===== src/rtl/exe_hazard_ctrl_pkg.sv =====
// Shared definitions for the EXE-stage hazard/forwarding controller:
// forwarding select encodings, sequencer state encoding and default widths.
package exe_hazard_ctrl_pkg;

  localparam int REG_ADDR_W_DEF    = 5;
  localparam int FORWARDING_LENGTH = 2;

  localparam logic [FORWARDING_LENGTH-1:0] FWD_SRC_REG = 2'd0;
  localparam logic [FORWARDING_LENGTH-1:0] FWD_SRC_MEM = 2'd1;
  localparam logic [FORWARDING_LENGTH-1:0] FWD_SRC_WB  = 2'd2;

  typedef enum logic [0:0] {
    ST_IDLE    = 1'b0,
    ST_MC_BUSY = 1'b1
  } mc_state_t;

endpackage


===== src/rtl/exe_hazard_ctrl_fwd_select.sv =====
// Single-source forwarding select: picks register file, MEM ALU result or WB
// result for one EXE operand. MEM is younger than WB, so it wins on a tie.
module exe_hazard_ctrl_fwd_select
  import exe_hazard_ctrl_pkg::*;
#(
  parameter int REG_ADDR_W = REG_ADDR_W_DEF
) (
  input  logic                         forward_en,
  input  logic [REG_ADDR_W-1:0]        src,
  input  logic [REG_ADDR_W-1:0]        mem_dest,
  input  logic                         mem_wb_en,
  input  logic [REG_ADDR_W-1:0]        wb_dest,
  input  logic                         wb_wb_en,
  output logic [FORWARDING_LENGTH-1:0] sel
);

  always_comb begin
    sel = FWD_SRC_REG;
    if (forward_en && (src != '0)) begin
      if (mem_wb_en && (src == mem_dest)) begin
        sel = FWD_SRC_MEM;
      end else if (wb_wb_en && (src == wb_dest)) begin
        sel = FWD_SRC_WB;
      end
    end
  end

endmodule


===== src/rtl/exe_hazard_ctrl.sv =====
// EXE-stage pipeline control: operand/store forwarding selects, ID read-after-write
// hazard stall, and a freeze sequencer for fixed-latency multi-cycle EXE commands.
//
//   state      | meaning
//   -----------+-------------------------------------------------------------
//   ST_IDLE    | no command in flight; a multi-cycle command freezes on entry
//   ST_MC_BUSY | command in flight; cnt counts remaining freeze cycles down
module exe_hazard_ctrl
  import exe_hazard_ctrl_pkg::*;
#(
  parameter int REG_ADDR_W = REG_ADDR_W_DEF,
  parameter int MC_LATENCY = 4,
  parameter int CNT_W      = 4
) (
  input  logic                         clk,
  input  logic                         rst,
  input  logic                         forward_en,
  input  logic [REG_ADDR_W-1:0]        exe_src1,
  input  logic [REG_ADDR_W-1:0]        exe_src2,
  input  logic [REG_ADDR_W-1:0]        exe_st_src,
  input  logic                         exe_multi,
  input  logic [REG_ADDR_W-1:0]        exe_dest,
  input  logic                         exe_wb_en,
  input  logic                         exe_mem_r_en,
  input  logic [REG_ADDR_W-1:0]        mem_dest,
  input  logic [REG_ADDR_W-1:0]        wb_dest,
  input  logic                         mem_wb_en,
  input  logic                         wb_wb_en,
  input  logic [REG_ADDR_W-1:0]        id_src1,
  input  logic [REG_ADDR_W-1:0]        id_src2,
  input  logic                         id_two_src,
  input  logic                         flush,
  output logic [FORWARDING_LENGTH-1:0] value1_select,
  output logic [FORWARDING_LENGTH-1:0] value2_select,
  output logic [FORWARDING_LENGTH-1:0] ST_val_sel,
  output logic                         hazard_stall,
  output logic                         freeze_all,
  output logic                         mc_done
);

  logic [FORWARDING_LENGTH-1:0] sel1;
  logic [FORWARDING_LENGTH-1:0] sel2;
  logic [FORWARDING_LENGTH-1:0] sel_st;

  exe_hazard_ctrl_fwd_select #(.REG_ADDR_W(REG_ADDR_W)) u_fwd_src1 (
    .forward_en (forward_en),
    .src        (exe_src1),
    .mem_dest   (mem_dest),
    .mem_wb_en  (mem_wb_en),
    .wb_dest    (wb_dest),
    .wb_wb_en   (wb_wb_en),
    .sel        (sel1)
  );

  exe_hazard_ctrl_fwd_select #(.REG_ADDR_W(REG_ADDR_W)) u_fwd_src2 (
    .forward_en (forward_en),
    .src        (exe_src2),
    .mem_dest   (mem_dest),
    .mem_wb_en  (mem_wb_en),
    .wb_dest    (wb_dest),
    .wb_wb_en   (wb_wb_en),
    .sel        (sel2)
  );

  exe_hazard_ctrl_fwd_select #(.REG_ADDR_W(REG_ADDR_W)) u_fwd_st (
    .forward_en (forward_en),
    .src        (exe_st_src),
    .mem_dest   (mem_dest),
    .mem_wb_en  (mem_wb_en),
    .wb_dest    (wb_dest),
    .wb_wb_en   (wb_wb_en),
    .sel        (sel_st)
  );

  // Outputs are forced low for the whole reset window, not just after the edge.
  assign value1_select = rst ? FWD_SRC_REG : sel1;
  assign value2_select = rst ? FWD_SRC_REG : sel2;
  assign ST_val_sel    = rst ? FWD_SRC_REG : sel_st;

  logic src1_live;
  logic src2_live;
  logic exe_match;
  logic mem_match;
  logic hazard;

  always_comb begin
    src1_live = (id_src1 != '0);
    src2_live = id_two_src && (id_src2 != '0);
    exe_match = exe_wb_en && ((src1_live && (id_src1 == exe_dest)) ||
                              (src2_live && (id_src2 == exe_dest)));
    mem_match = mem_wb_en && ((src1_live && (id_src1 == mem_dest)) ||
                              (src2_live && (id_src2 == mem_dest)));
    // With forwarding only a load in EXE is unresolvable; without it any
    // in-flight producer in EXE or MEM blocks the ID instruction.
    if (forward_en) begin
      hazard = exe_match && exe_mem_r_en;
    end else begin
      hazard = exe_match || mem_match;
    end
  end

  mc_state_t        state;
  mc_state_t        state_nx;
  logic [CNT_W-1:0] cnt;
  logic [CNT_W-1:0] cnt_nx;
  logic             freeze_c;
  logic             done_c;

  always_ff @(posedge clk or posedge rst) begin
    if (rst) begin
      state <= ST_IDLE;
      cnt   <= '0;
    end else begin
      state <= state_nx;
      cnt   <= cnt_nx;
    end
  end

  always_comb begin
    state_nx = state;
    cnt_nx   = cnt;
    freeze_c = 1'b0;
    done_c   = 1'b0;
    case (state)
      ST_IDLE: begin
        if (exe_multi && !flush) begin
          freeze_c = 1'b1;
          cnt_nx   = CNT_W'(MC_LATENCY - 2);
          state_nx = ST_MC_BUSY;
        end
      end
      ST_MC_BUSY: begin
        if (flush) begin
          cnt_nx   = '0;
          state_nx = ST_IDLE;
        end else if (cnt != '0) begin
          freeze_c = 1'b1;
          cnt_nx   = cnt - CNT_W'(1);
        end else begin
          done_c   = 1'b1;
          state_nx = ST_IDLE;
        end
      end
      default: begin
        cnt_nx   = '0;
        state_nx = ST_IDLE;
      end
    endcase
  end

  assign freeze_all   = freeze_c && !rst;
  assign mc_done      = done_c && !rst;
  assign hazard_stall = hazard && !freeze_c && !flush && !rst;

endmodule


===== config.mk =====
export PLATFORM = sky130hd
export DESIGN_NAME = exe_hazard_ctrl
export DESIGN_NICKNAME = d
export VERILOG_FILES = /design/src/rtl/exe_hazard_ctrl_pkg.sv /design/src/rtl/exe_hazard_ctrl_fwd_select.sv /design/src/rtl/exe_hazard_ctrl.sv
export SDC_FILE = /design/constraint.sdc
export NUM_CORES = 1
export LEC_CHECK = 0
export CORE_AREA = 4 4 58 60
export DETAILED_ROUTE_END_ITERATION = 7
export DIE_AREA = 0 0 62 64
export GPL_TIMING_DRIVEN = 1
export PLACE_DENSITY = 0.88
export SLEW_MARGIN = 40
export SYNTH_ARGS = -nofsm -noshare
export SYNTH_HDL_FRONTEND = slang
export SYNTH_HIERARCHICAL = 1
export SYNTH_SLANG_ARGS = --single-unit

===== constraint.sdc =====
create_clock -name clk -period 2.39 [get_ports clk]
set_clock_uncertainty 0.05 [all_clocks]
set_input_delay 0.5975 -clock clk [delete_from_list [all_inputs] [get_ports clk]]
set_output_delay 0.5975 -clock clk [all_outputs]
set_load 0.02 [all_outputs]

# --- After elaboration in Yosys (flattened, before gate mapping) ---
# Index checks and enable logic that the tools add are counted.
classes:
  addsub: 1
  n_eq_ne: 12
  muxes: 24
  n_bitwise: 1
  n_reduce_logical: 36
op_table:
  columns: ["operator", "n"]
  rows:
  - ["equality test 5 bit", 10]
  - ["nonzero test 5 bit", 5]
  - ["two-way mux 2 bit", 12]
  - ["logical AND 1 bit", 23]
  - ["two-way mux 4 bit", 3]
  - ["one-hot mux 4 bit (2 select lines)", 1]
  - ["two-way mux 1 bit", 7]
  - ["nonzero test 4 bit", 1]
  - ["subtractor 4 x 1 -> 4 bit, second input constant", 1]
  - ["zero test 1 bit", 3]
  - ["logical OR 1 bit", 3]
  - ["inequality test 3 x 2 -> 1 bit, second input constant", 1]
  - ["inequality test 2 bit, second input constant", 1]
  - ["one-hot mux 1 bit (2 select lines)", 1]
  - ["AND reduction 2 bit", 1]
  - ["inverter 1 bit", 1]
word_totals:
  regBits: 5
  out_inout_bits: 9
  word_cells: 76

# --- Longest topological paths before layout ---
# Gate-level depths: netlist (run 1).
logic_depth:
  word_depth: 10
  depth_mapped: 7
  mapped_depth_nobuf: 7

# --- Modules after synthesis ---
# Netlist (run 1), hierarchy kept.
by_module_without_submodules:
  columns: ["module", "instances", "cells_per_inst", "area_each_um2", "seq_area_each_um2"]
  rows:
  - ["exe_hazard_ctrl", 1, 81, 635.6, 125.1]
  - ["exe_hazard_ctrl_fwd_select", 3, 18, 146.4, 0.0]

# --- Worst setup path after synthesis (run 1) ---
# OpenSTA, ideal clock, no wires.
synth_timing:
  path_kind: "input -> output"
  from: "input id_src2[1]"
  to: "output hazard_stall"
  arrival_ns: 1.614
  required_ns: 1.742
  path_slack_ns: 0.129
  stages: 5
  path_buffers: 0
  cell_sequence: "or4_1 o21ai_2 nor4_1 o211ai_2 a21oi_1"
synth_via:
  elab_chain_len: 10
  elab_cells_between_ends: 16
  classes_between: "2 x eq/ne; 1 x mux; 13 x reduce/logical"
synth_lines:
  columns: ["item", "line", "text"]
  rows:
  - ["start, declared", "exe_hazard_ctrl.sv:30", "input logic [REG_ADDR_W-1:0] id_src2,"]
  - ["nonzero test 5 bit", "exe_hazard_ctrl.sv:88", "src2_live = id_two_src && (id_src2 != '0);"]
  - ["logical AND 1 bit", "exe_hazard_ctrl.sv:88", null]
  - ["logical AND 1 bit (on tied branches)", "exe_hazard_ctrl.sv:90, exe_hazard_ctrl.sv:92", null]
  - ["logical OR 1 bit (on tied branches)", "exe_hazard_ctrl.sv:89, exe_hazard_ctrl.sv:91", null]
  - ["logical AND 1 bit (on tied branches)", "exe_hazard_ctrl.sv:89, exe_hazard_ctrl.sv:91", null]
  - ["logical OR 1 bit or logical AND 1 bit (tied branches)", "exe_hazard_ctrl.sv:98, exe_hazard_ctrl.sv:96", null]
  - ["two-way mux 1 bit *", "exe_hazard_ctrl.sv:95", "if (forward_en) begin"]
  - ["logical AND 1 bit * (3 in a row)", "exe_hazard_ctrl.sv:153", "assign hazard_stall = hazard && !freeze_c && !flush && !rst;"]
  - ["end, declared", "exe_hazard_ctrl.sv:36", "output logic hazard_stall,"]
# Mark *: on every way between the ends. The rest lies on a longest branch, timed or not.

# --- Worst setup path in the final report (run 1) ---
layout_timing:
  from: "input id_src2[3]"
  to: "output hazard_stall"
# Same word-level chain as after synthesis.

==> results of run 1 <==
cell families (layout without fill, tap and decap cells):
| group | count (synthesis) | count (layout) |
|---|---|---|
| AOI/OAI and AO/OA | 15 | 15 |
| buffers and inverters | 6 | 91 |
| adders and majority gates | 2 | 2 |
| xor gates and xnor gates | 51 | 51 |
| and+or+nand+nor | 56 | 56 |
| DFF | 5 | 5 |
power groups by stage:
| stage | clock (uW) | combinational (uW) | sequential, uW |
|---|---|---|---|
| after global routing | 101 | 615 | 148 |
| after floorplan | 0 | 248 | 141 |
| final | 93.8 | 566 | 143 |
| after detailed placement | 0 | 526 | 144 |
| after global placement | 0 | 507 | 142 |
| after CTS | 98.9 | 522 | 142 |
worst min-delay path by stage:
stage	start	end	cells after the start
final	cnt[0]	cnt[0]	2
after CTS	cnt[0]	cnt[0]	2
after global routing	cnt[0]	cnt[0]	2
after floorplan	cnt[0]	cnt[0]	2
after global placement	cnt[0]	cnt[0]	2
after detailed placement	cnt[0]	cnt[0]	2
worst max-delay path, delay by kind of cell:
family          cells  cell delay [ps]
compound gates      3              430
simple gates        2              600
buf+inv             2              250
flip-flops by register name, summed over array words and instances (netlist names):
name / flops
cnt: 4
state: 1
repair_timing:
action / CTS / global route
buffers inserted: 2 / 0
resized for setup: 221 / 52
pin swaps: 44 / 30
endpoints found under the setup margin: 9 / 9
cloned: 0 / 0
metrics by stage:
step           power (uW)  instance area [sq um]  hold WS (ps)  setup slack (ps)  TNS (ps)
2_1_floorplan         389                   1070           415               129         0
3_3_place_gp          648                   1860           437              -963     -7210
3_5_place_dp          670                   1860           472             -1020     -7500
4_1_cts               763                   1870           485              -135      -313
5_1_grt               864                   2070           506              -186      -699
6_report              803                   2070           481              -145      -406
layout make-up:
| class | instances | area [sq um] |
|---|---|---|
| multi-input combinational | 124 | 1140 |
| fill | 207 | 857 |
| timing repair buffer | 82 | 722 |
| sequential | 5 | 125 |
| tap | 33 | 41.3 |
| clock buffer | 4 | 26.3 |
| inverter | 5 | 18.8 |
metal layers:
layer,track usage [%],up-vias,wire length (microns)
met2,35.5,71,2350
met3,3.43,8,298
met4,5.04,0,57
met5,0,-,0
met1,22.0,622,1510
li1,-,639,-
cells in the mapped netlist, drive strengths merged, types with 2 or more instances:
library cell / n
nor2: 8
nand2: 5
xnor2: 19
a21oi: 4
xor2: 32
nor3: 3
or4: 5
o21ai: 8
ha: 2
nand3: 10
nor3b: 6
nor4: 10
inv: 5
nor2b: 7
dfrtp: 5
==> metrics.cfg, run 1 <==
[outcome]
status = complete, but fails checks
violations = setup timing

[critical_path]
crit_end = hazard_stall
crit_type = in -> out
r2r_cells = 7
worstPathRequired_ps = 1740
cp_slowest_stage_delay_ps = 530
slowest_stage = or4_4
crit_fanout = 2
cp_cell_sequence = buf_6 > or4_4 > o21ai_4 > nor4_4 > o211ai_2 > a21oi_1 > buf_4
critPathLaunch = id_src2[3]
r2r-start = cnt[0]
ff2ff_setup_slack_ps = 930
cp-end-kind = output pin
critical_path_arrival_ps = 1890
worst_setup_path_start_kind = input port
reg2reg_to = cnt[1]

[pwr]
intPower_uw = 478
ir_drop_mv = 0.442
switching_share_pct = 40.5
p_comb_share_pct = 70.5
p_leak_uw = 0.000862
clkPwrFrac_pct = 11.7
p_seq_share_pct = 17.8
power.density_mw_per_mm2 = 388
switching_power_uw = 325

[layout]
antenna_cells = 0
layout_common_cells = xor2_1 (26), buf_4 (26), buf_6 (20), xnor2_1 (19), buf_2 (14)
drive_above_1_share_pct = 49.1
final_util_pct = 70.7
area_growth_pct = 92.7
stdcell_count = 253
fin_nets = 273

[sta]
worst_pin_slew_ps = 367
fin_ws_ps = -145
relSlewSlack_pct = 75.5
maxSlewViolCount = 0
setup_viol = 5
grt_setup_unrepaired = true
post-route-period-util_pct = 106
min_period_ps = 2530
timing.fmax_mhz = 395
hold_violations = 0

[clocking]
cts-buffers-inserted = 3
htree_levels = 1
cts_sinks = 5
clkLatencyLatePin_ps = 240
max-clock-path-buffers = 2
cts_root_buffer = clkbuf_4
path_clk_slew_ps = 40
tritoncts = yes
cts.hold.buffers_added = 0

[yosys]
ys_warn_count = 6
synth_fp_nets = 187
synthArstFlopShare_pct = 100
syn_inst = 135
synth_seq_cells = 5
synth.area.mux_share_pct = 0
synth_area_per_cell_sq_um = 7.96
synth_edf_count = 0
yosys.area_share.simple_pct = 32.2
synth_area_leader_cell = xor2_1
synth_top_family_by_area = XOR/XNOR gates
synth_xor_area_share_pct = 41.6
yosysUniqueCellTypes = 24
synth.cell_area_sq_mm = 0.00107
synth-compound-area-share_pct = 10.1
synth_area_leaders = xor2_1 (26%), xnor2_1 (15%), dfrtp_1 (12%)
synth_ff_type = dfrtp_1
synth_adder_area_share_pct = 2.33
synth_top_area_share_pct = 26.1
synth-seq-area-share_pct = 11.6

[flow_run]
cap_violations = 0

[routing]
drc = 0
drtIter0Drc = 60
vias = 1340
drt.antenna.violating_nets = 0
wl_per_cell_microns = 16.6
first_pass_iters = 4
routed_via_density = 5.30
routed_wl_microns = 4210

[global_routing]
grt_first_pass_wirelength_microns = 6000
antenna_found_initial = 0
grtUsageTotal_pct = 19.4
grt_pass1_vias = 1400
grt_max_degree = 7
grt_overflow = 0

[place]
dp_hpwl_microns = 2880
numPlacedInstances = 247
place_congestion = 0.831
io_buffers = 58

[floorplanning]
std_cell_rows = 20
die_h_microns = 64
start_util_pct = 36.7
fp.dieW_microns = 62
die_area_sq_mm = 0.00397
core_sq_mm = 0.00293
ioPinCount = 59

[min_path]
hp-class = reg -> reg

Note: power is estimated with default switching activity, not from simulation.
==> run 2, diff against run 1 <==
Settings changed: ABC_AREA set to 0, CORE_AREA 4 4 58 60 to 4 4 56 58, DIE_AREA 0 0 62 64 to 0 0 60 62, HOLD_SLACK_MARGIN set to 0.05, PLACE_DENSITY 0.88 to 0.93.
Clock period 2.39 ns to 3 ns, I/O delays scaled along.
==> metrics.cfg, run 2 (same netlist as run 1, synthesis figures left out) <==
[sta]
post-route-period-util_pct = 98.2
tns_ps = 0
relSlewSlack_pct = 77.9
hold_violations = 0
maxSlewViolCount = 0
min_period_ps = 2940
worst_pin_slew_ps = 327
setup_viol = 0
timing.fmax_mhz = 340

[critical_path]
worstPathRequired_ps = 2200
critical_path_arrival_ps = 2140
crit_fanout = 5
crit_type = in -> out
worst_setup_path_start_kind = input port
cp-end-kind = output pin

[global_routing]
grt_overflow = 0
grt_first_pass_wirelength_microns = 5100
grt_max_degree = 7
grtUsageTotal_pct = 17.7
antenna_found_initial = 0
grt_pass1_vias = 1271

[min_path]
hp-class = reg -> reg

[routing]
routed_wl_microns = 3260
routed_via_density = 5.08
drc = 0
drt.antenna.violating_nets = 0
wl_per_cell_microns = 13.5
vias = 1225
first_pass_iters = 4
drtIter0Drc = 34

[clocking]
path_clk_slew_ps = 40
max-clock-path-buffers = 2
cts_sinks = 5
cts.hold.buffers_added = 0
htree_levels = 1
cts_root_buffer = clkbuf_4
cts-buffers-inserted = 3
clkLatencyLatePin_ps = 240
tritoncts = yes

[layout]
reg_top3 = cnt x4, state x1
area_growth_pct = 71.7
n_fill_cell = 207
fin_nets = 263
largest_reg_flops = 4
layout_common_cells = xor2_1 (32), dlygate4sd2_1 (32), xnor2_1 (19), buf_4 (18), clkdlybuf4s50_1 (12)
antenna_cells = 0
regMostFlops = cnt
drive_above_1_share_pct = 26.2

[pwr]
power.density_mw_per_mm2 = 303
power_uw = 560
p_leak_uw = 0.000775
ir_drop_mv = 0.317

[place]
io_buffers = 58
place_congestion = 0.867
dp_hpwl_microns = 2890

[floorplanning]
fp.dieW_microns = 60
die_h_microns = 62
std_cell_rows = 19
ioPinCount = 59
start_util_pct = 40.4
core_sq_mm = 0.00266
die_area_sq_mm = 0.00372

[outcome]
status = finished, final reports clean

[flow_run]
cap_violations = 0

==> run 2: per-stage QoR <==
step                      instance area (sq um)  setup slack, ps  util, %  instances  hold WS (ps)
after floorplan                            1070              434        -        135           415
after global placement                     1790             -649     67.2        236           435
after detailed placement                   1790             -828     67.2        236           447
after CTS                                  1810            0.590     68.0        240           455
after global routing                       1850            -18.8     69.3        241           483
final                                      1850             55.5     69.3        241           458
==> run 2: worst max-delay path: stages <==
cell and delay, ps:
clkdlybuf4s15_2 250, xor2_1 210, nor4_2 330, nand3_1 130, nor3b_2 170, nor2b_2 160
buf_4 150
==> run 2: final timing paths <==
kind | from | end | slack, ps | cells past startpoint
min reg2reg | cnt[0] | cnt[0] | 460 | 2
max reg2reg | cnt[0] | cnt[2] | 1510 | 7
max in group asynchronous | rst | cnt[1] | 1890 | 2
min in group asynchronous | rst | cnt[0] | 840 | 2
min | cnt[0] | cnt[0] | 460 | 2
max | mem_dest[2] | ST_val_sel[1] | 60 | 7
==> run 2: metal layers <==
metal	GRT usage, %	vias up	part of all wire, %
met5	0	-	0
met4	6.01	0	0.86
met3	3.31	4	6.0
met2	35.3	43	55
met1	18.2	554	38
li1	-	624	-
==> run 2: area by class of cell <==
type,count,area [sq um],area share [%]
Clock buffer,4,26.3,1.42
Inverter,5,18.8,1.02
Timing Repair Buffer,72,622,33.7
Sequential cell,5,125,6.78
Tap cell,31,38.8,2.10
Multi-Input combinational cell,124,1010,55.0
==> run 2: repair_timing <==
action | in CTS | in global routing
pin swaps | 17 | 9
gates resized for setup | 85 | 15
buffers inserted | 0 | 1
endpoints found under the setup margin | 8 | 8
==> run 2: where the power goes <==
| group | switching [uW] | internal (uW) | leakage, uW |
|---|---|---|---|
| logic | 175 | 189 | 0.000695 |
| registers | 27.6 | 92.2 | 0.0000648 |
| clock network | 25.7 | 50.2 | 0.0000150 |
| total | 228 | 331 | 0.000775 |
